`src/rtl/onehot_stretch_pkg.sv`:
```
// Shared constants and helpers for the one-hot pulse stretcher.
package onehot_stretch_pkg;

    localparam int N_OUT_DEF  = 10;
    localparam int IDX_W_DEF  = 4;
    localparam int HOLD_W_DEF = 4;
    localparam int ERR_CNT_W  = 8;

    // A zero hold length still produces a one-cycle pulse.
    function automatic int unsigned hold_at_least_one(input int unsigned len);
        int unsigned res;
        if (len == 32'd0) begin
            res = 32'd1;
        end else begin
            res = len;
        end
        return res;
    endfunction

endpackage

```
`src/rtl/onehot_stretch_chan.sv`:
```
// One stretch channel: a down-counter whose non-zero state is the output pulse.
module stretch_chan
    import onehot_stretch_pkg::*;
#(
    parameter int HOLD_W = HOLD_W_DEF
) (
    input  logic              clk,
    input  logic              rst_n,
    input  logic              clear,
    input  logic              hit,
    input  logic              retrig,
    input  logic [HOLD_W-1:0] hold_len,
    output logic              active_d,
    output logic              data_q
);

    logic [HOLD_W-1:0] cnt_d;
    logic [HOLD_W-1:0] cnt_q;
    logic [HOLD_W-1:0] load_val_s;

    assign load_val_s = HOLD_W'(hold_at_least_one(32'(hold_len)));

    // Next count: clear wins, then an accepted hit loads, otherwise count down.
    always_comb begin
        cnt_d    = cnt_q;
        active_d = 1'b0;
        if (clear) begin
            cnt_d = '0;
        end else if (hit && ((cnt_q <= HOLD_W'(1)) || retrig)) begin
            // A channel on its final cycle always accepts, giving seamless back-to-back pulses.
            cnt_d = load_val_s;
        end else if (cnt_q != '0) begin
            cnt_d = cnt_q - HOLD_W'(1);
        end else begin
            cnt_d = cnt_q;
        end
        active_d = (cnt_d != '0);
    end

    // Counter and output register.
    always_ff @(posedge clk or negedge rst_n) begin
        if (!rst_n) begin
            cnt_q  <= '0;
            data_q <= 1'b0;
        end else begin
            cnt_q  <= cnt_d;
            data_q <= active_d;
        end
    end

endmodule

```
`src/rtl/onehot_stretch.sv`:
```
// Index-to-one-hot decoder with per-channel programmable pulse stretching.
// Optional ONEHOT_STRETCH_ERR_EN adds err_flag/err_cnt for out-of-range strobes.
module onehot_stretch
    import onehot_stretch_pkg::*;
#(
    parameter int N_OUT  = N_OUT_DEF,
    parameter int IDX_W  = IDX_W_DEF,
    parameter int HOLD_W = HOLD_W_DEF
) (
    input  logic              clk,
    input  logic              rst_n,
    input  logic              enable,
    input  logic [IDX_W-1:0]  idx_in,
    input  logic [HOLD_W-1:0] hold_len,
    input  logic              retrig,
    input  logic              clear,
    output logic [N_OUT-1:0]  data_out,
    output logic              busy
`ifdef ONEHOT_STRETCH_ERR_EN
    ,
    output logic                 err_flag,
    output logic [ERR_CNT_W-1:0] err_cnt
`endif
);

    logic             in_range_s;
    logic [N_OUT-1:0] hit_vec_s;
    logic [N_OUT-1:0] active_d;
    logic             busy_d;
    logic             busy_q;

    assign in_range_s = (32'(idx_in) < N_OUT);

    // Index decode into a single-hot hit vector.
    always_comb begin
        hit_vec_s = '0;
        for (int i = 0; i < N_OUT; i++) begin
            if (enable && in_range_s && (idx_in == IDX_W'(i))) begin
                hit_vec_s[i] = 1'b1;
            end else begin
                hit_vec_s[i] = 1'b0;
            end
        end
    end

    for (genvar g = 0; g < N_OUT; g++) begin : g_chan
        stretch_chan #(
            .HOLD_W (HOLD_W)
        ) u_chan (
            .clk      (clk),
            .rst_n    (rst_n),
            .clear    (clear),
            .hit      (hit_vec_s[g]),
            .retrig   (retrig),
            .hold_len (hold_len),
            .active_d (active_d[g]),
            .data_q   (data_out[g])
        );
    end

    // busy is built from the channels' next state so it lines up with data_out.
    always_comb begin
        busy_d = |active_d;
    end

    // busy register.
    always_ff @(posedge clk or negedge rst_n) begin
        if (!rst_n) begin
            busy_q <= 1'b0;
        end else begin
            busy_q <= busy_d;
        end
    end

    assign busy = busy_q;

`ifdef ONEHOT_STRETCH_ERR_EN
    logic                 err_flag_d;
    logic                 err_flag_q;
    logic [ERR_CNT_W-1:0] err_cnt_d;
    logic [ERR_CNT_W-1:0] err_cnt_q;
    logic                 oor_s;

    assign oor_s = enable && !in_range_s;

    // Sticky flag and saturating counter of out-of-range strobes.
    always_comb begin
        err_flag_d = err_flag_q;
        err_cnt_d  = err_cnt_q;
        if (clear) begin
            err_flag_d = 1'b0;
            err_cnt_d  = '0;
        end else if (oor_s) begin
            err_flag_d = 1'b1;
            if (err_cnt_q != {ERR_CNT_W{1'b1}}) begin
                err_cnt_d = err_cnt_q + ERR_CNT_W'(1);
            end else begin
                err_cnt_d = err_cnt_q;
            end
        end else begin
            err_flag_d = err_flag_q;
            err_cnt_d  = err_cnt_q;
        end
    end

    // Error state registers.
    always_ff @(posedge clk or negedge rst_n) begin
        if (!rst_n) begin
            err_flag_q <= 1'b0;
            err_cnt_q  <= '0;
        end else begin
            err_flag_q <= err_flag_d;
            err_cnt_q  <= err_cnt_d;
        end
    end

    assign err_flag = err_flag_q;
    assign err_cnt  = err_cnt_q;
`endif

endmodule

```
`config.mk`:
```
export PLATFORM = sky130hd
export DESIGN_NAME = onehot_stretch
export DESIGN_NICKNAME = d
export VERILOG_FILES = /design/src/rtl/onehot_stretch_pkg.sv /design/src/rtl/onehot_stretch_chan.sv /design/src/rtl/onehot_stretch.sv
export SDC_FILE = /design/constraint.sdc
export NUM_CORES = 1
export LEC_CHECK = 0
export ABC_AREA = 1
export BUFFER_PORTS_ARGS = -buffer_cell sky130_fd_sc_hd__buf_2
export CELL_PAD_IN_SITES_DETAIL_PLACEMENT = 1
export CELL_PAD_IN_SITES_GLOBAL_PLACEMENT = 1
export CORE_UTILIZATION = 45
export CTS_CLUSTER_DIAMETER = 80
export DETAILED_ROUTE_END_ITERATION = 8
export PLACE_DENSITY = 0.8
export RECOVER_POWER = 25
export SLEW_MARGIN = 0
export SYNTH_ARGS = -nofsm -noshare
export SYNTH_HDL_FRONTEND = slang
export SYNTH_SLANG_ARGS = --single-unit
```
`constraint.sdc`:
```
create_clock -name clk -period 2.2 [get_ports clk]
set_input_delay 0.44 -clock clk [delete_from_list [all_inputs] [get_ports clk]]
set_output_delay 0.44 -clock clk [all_outputs]
set_load 0.005 [all_outputs]
```
==> metrics.txt <==
worst min-delay path category=in -> async; Critical Path Fanout Max=5; die height=around 94 um; Post-Route Setup TNS=0 ns; antenna cells=0; DR vias=about 3.4k; CORE AREA=roughly 0.0082 sq mm; I/O pin cnt=24; max-cap violations=1; FMAX=504 MHz; area leader, netlist=dfrtp_1; Syn Area/Cell=a little under 7 sq um; fin cells=between 600 and 700; P_leak=about 2.4 nW; Worst Skew=between 0.006 and 0.007 ns; Worst VDD drop=approximately 0.65 mV; Post-DP HPWL=~7200 um; WL/cell=~14 um; overall routed net length=about 9200 um; Syn. warnings=0; critical path's top delay family=simple AND/OR/NAND/NOR gates; DP Area=about 0.0040 sq mm; CP Cell Sequence=inv_1 > ha_1 > o21ai_0 > nand2_1 > nand2_1 > nand2_1 > nand3_1 > nand2_1 > nor2_2 > nand2_1 > nor2_1 > nand3_1; top cell type's share of synthesized area=~34%; Overall Global Routing Usage=23.0%; Placer Congestion=0.798; vias in the first global route=3,483; Gate power share=63.1%; Final Critical Period=slightly below 2 ns; DRC violations left=0; part of the cycle the worst path needs=90.2%; Setup CP Type=reg -> reg; Startpoint Class=flop; clock share of power=under 10%; CP max-delay cell=dfrtp_1; root buffer cell=clkbuf_8; failing checks=capacitance limit, slew limit; row count=33; cell count after synthesis=between 500 and 600; CTS sink cnt=around 50; largest net degree at the start of global routing=between 40 and 50; post-route cell area=just over 0.004 sq mm; status=finished with violations; worst slew pin tran=1.51 ns; die width=93.7 um; Flop pwr share=27.6%; IO buf count=23; Clock Pin Slew Worst Setup and Hold Paths=~0.1 ns; switching power=0.00301 W; Post-CTS Setup Repair Bufs=0; PD cells=approximately 1500 mW/mm^2; CTS buffer count=5; Post-Place Cells=about 660; CP bufs+invs=1; clk_lat worst skew=about 0.31 ns; switch share=slightly above 50%; Worst EP required=about 2.4 ns; fillcell total=1,087; endpoints failing hold=0; Critical Path Sink Type=flop; CP dominant cell by count=nand2_1; DRT antenna net count=0; CP Data Arrival Time=between 2 and 2.5 ns; DIE AREA=around 0.0088 sq mm; Slew headroom=-0.722%; Post-Syn Nets=roughly 590; Final setup viols=0; post-synthesis sequential area ratio=33.7%; DR iter-0 viols=160; share of layout cells above drive strength 1=between 10% and 20%; Power Internal=0.00293 W; synth unique cells=25; Synth area leaders=dfrtp_1 (34%), nand2_1 (16%), nand3_1 (10%); synthesized cell area=0.00379 sq mm; initial antenna violation count=0; drt first pass iters=4; vias per inst=around 5.0; Synth Register Bits=approximately 50; Max clock buf depth=2; total power=between 0.005 and 0.006 W; CTS tree=yes; final max-slew violation count=28; first-pass GRT wire length=approximately 16,000 um; Initial Utilization=between 40% and 50%; CP peak stage delay=between 0.3 and 0.4 ns; Post-layout nets=approximately 610; Area Growth Syn to Fin=8.09%; grt total ovfl=0; htree depth=2
[layer usage]
metal	share of wire [%]	routed length (um)	vias to the layer above	global-route usage, %
met2	53	4830	39	42.6
met3	2.6	237	10	3.72
li1	-	-	1718	-
met4	1.3	118	0	7.31
met1	43	3980	1603	26.7
met5	0	0	-	0
[state kept, by name, indices dropped and copies added (netlist names)]
name,count
g_chan.u_chan.cnt_q,40
busy,1
g_chan.u_chan.data_q,10
[final cells by class]
cell class / count / area, sq um / area share (%)
Multi-Input combinational cell: 374 / 2020 / 49.4
Sequential cell: 51 / 1280 / 31.2
Inverter: 103 / 387 / 9.44
Timing Repair Buffer: 31 / 191 / 4.68
Tap cell: 105 / 131 / 3.21
Clock buffer: 6 / 72.6 / 1.77
Clock inverter: 2 / 12.5 / 0.306
[per-stage QoR]
stage | hold WS [ns] | setup WS (ns) | utilization [%]
2_1_floorplan | 0.144 | 0.564 | -
3_3_place_gp | 0.468 | 0.0969 | 49.0
3_5_place_dp | 0.465 | 0.0552 | 49.0
4_1_cts | 0.115 | 0.0352 | 50.0
5_1_grt | 0.641 | -0.00167 | 50.1
6_report | 0.525 | 0.215 | 50.1
[power groups by stage]
| stage | registers [W] | clock network [W] | logic (W) |
|---|---|---|---|
| after floorplan | 0.00158 | 0 | 0.00292 |
| after global placement | 0.00163 | 0 | 0.00356 |
| after detailed placement | 0.00166 | 0 | 0.00373 |
| after CTS | 0.00164 | 0.000577 | 0.00377 |
| after global routing | 0.00169 | 0.000607 | 0.00439 |
| final | 0.00164 | 0.000557 | 0.00375 |
[cell families after synthesis]
group | after synthesis | share of synthesized area (%)
simple gates | 313 | 37.7
buf+inv | 120 | 13.2
flops | 51 | 33.7
fa+ha+maj | 30 | 9.91
compound gates | 18 | 2.48
xor+xnor | 13 | 3.01
[placed cells by master (no fill, tap or decap), drive strengths merged]
cell and count:
nand3b 9, or2 1, clkinv 4, inv 100
ha 30, buf 28, nor2 44, clkbuf 9
a21oi 1, dfrtp 51, nand3 79, clkinvlp 1
nand2 163, xor2 13, o21ai 17, nand4 17
[synthesized netlist by cell type]
cell	number
inv_2	2
dfrtp_1	51
o21ai_0	16
buf_6	1
buf_4	11
nor2_2	10
xor2_1	13
inv_1	98
buf_2	1
or2_2	1
buf_1	1
clkbuf_1	3
nand2_1	160
nand3b_1	8
ha_1	30
nor2_4	2
o21ai_1	1
nor2_1	32
nand3_1	76
nand3b_4	1
nand3_2	3
nand4_1	17
nand2_2	3
clkinv_1	3
a21oi_2	1
[timing repair]
item                       CTS  global route
gates resized for setup      0             8
hold buffers                 0             0
setup endpoints to repair    0             1
[final timing paths]
kind,depth (start not counted),slack [ns],endpoint,start
max,12,0.22,busy$_DFF_PN0_,g_chan[8].u_chan.cnt_q[0]$_DFF_PN0_
min,2,0.52,g_chan[1].u_chan.cnt_q[0]$_DFF_PN0_,rst_n
max reg2reg,12,0.22,busy$_DFF_PN0_,g_chan[8].u_chan.cnt_q[0]$_DFF_PN0_
min reg2reg,4,0.71,g_chan[0].u_chan.cnt_q[1]$_DFF_PN0_,g_chan[0].u_chan.cnt_q[1]$_DFF_PN0_
max in group asynchronous,2,0.74,g_chan[6].u_chan.cnt_q[3]$_DFF_PN0_,rst_n
min in group clk,5,0.58,g_chan[8].u_chan.cnt_q[2]$_DFF_PN0_,idx_in[0]
No activity file was read; power rests on OpenSTA's default activity.
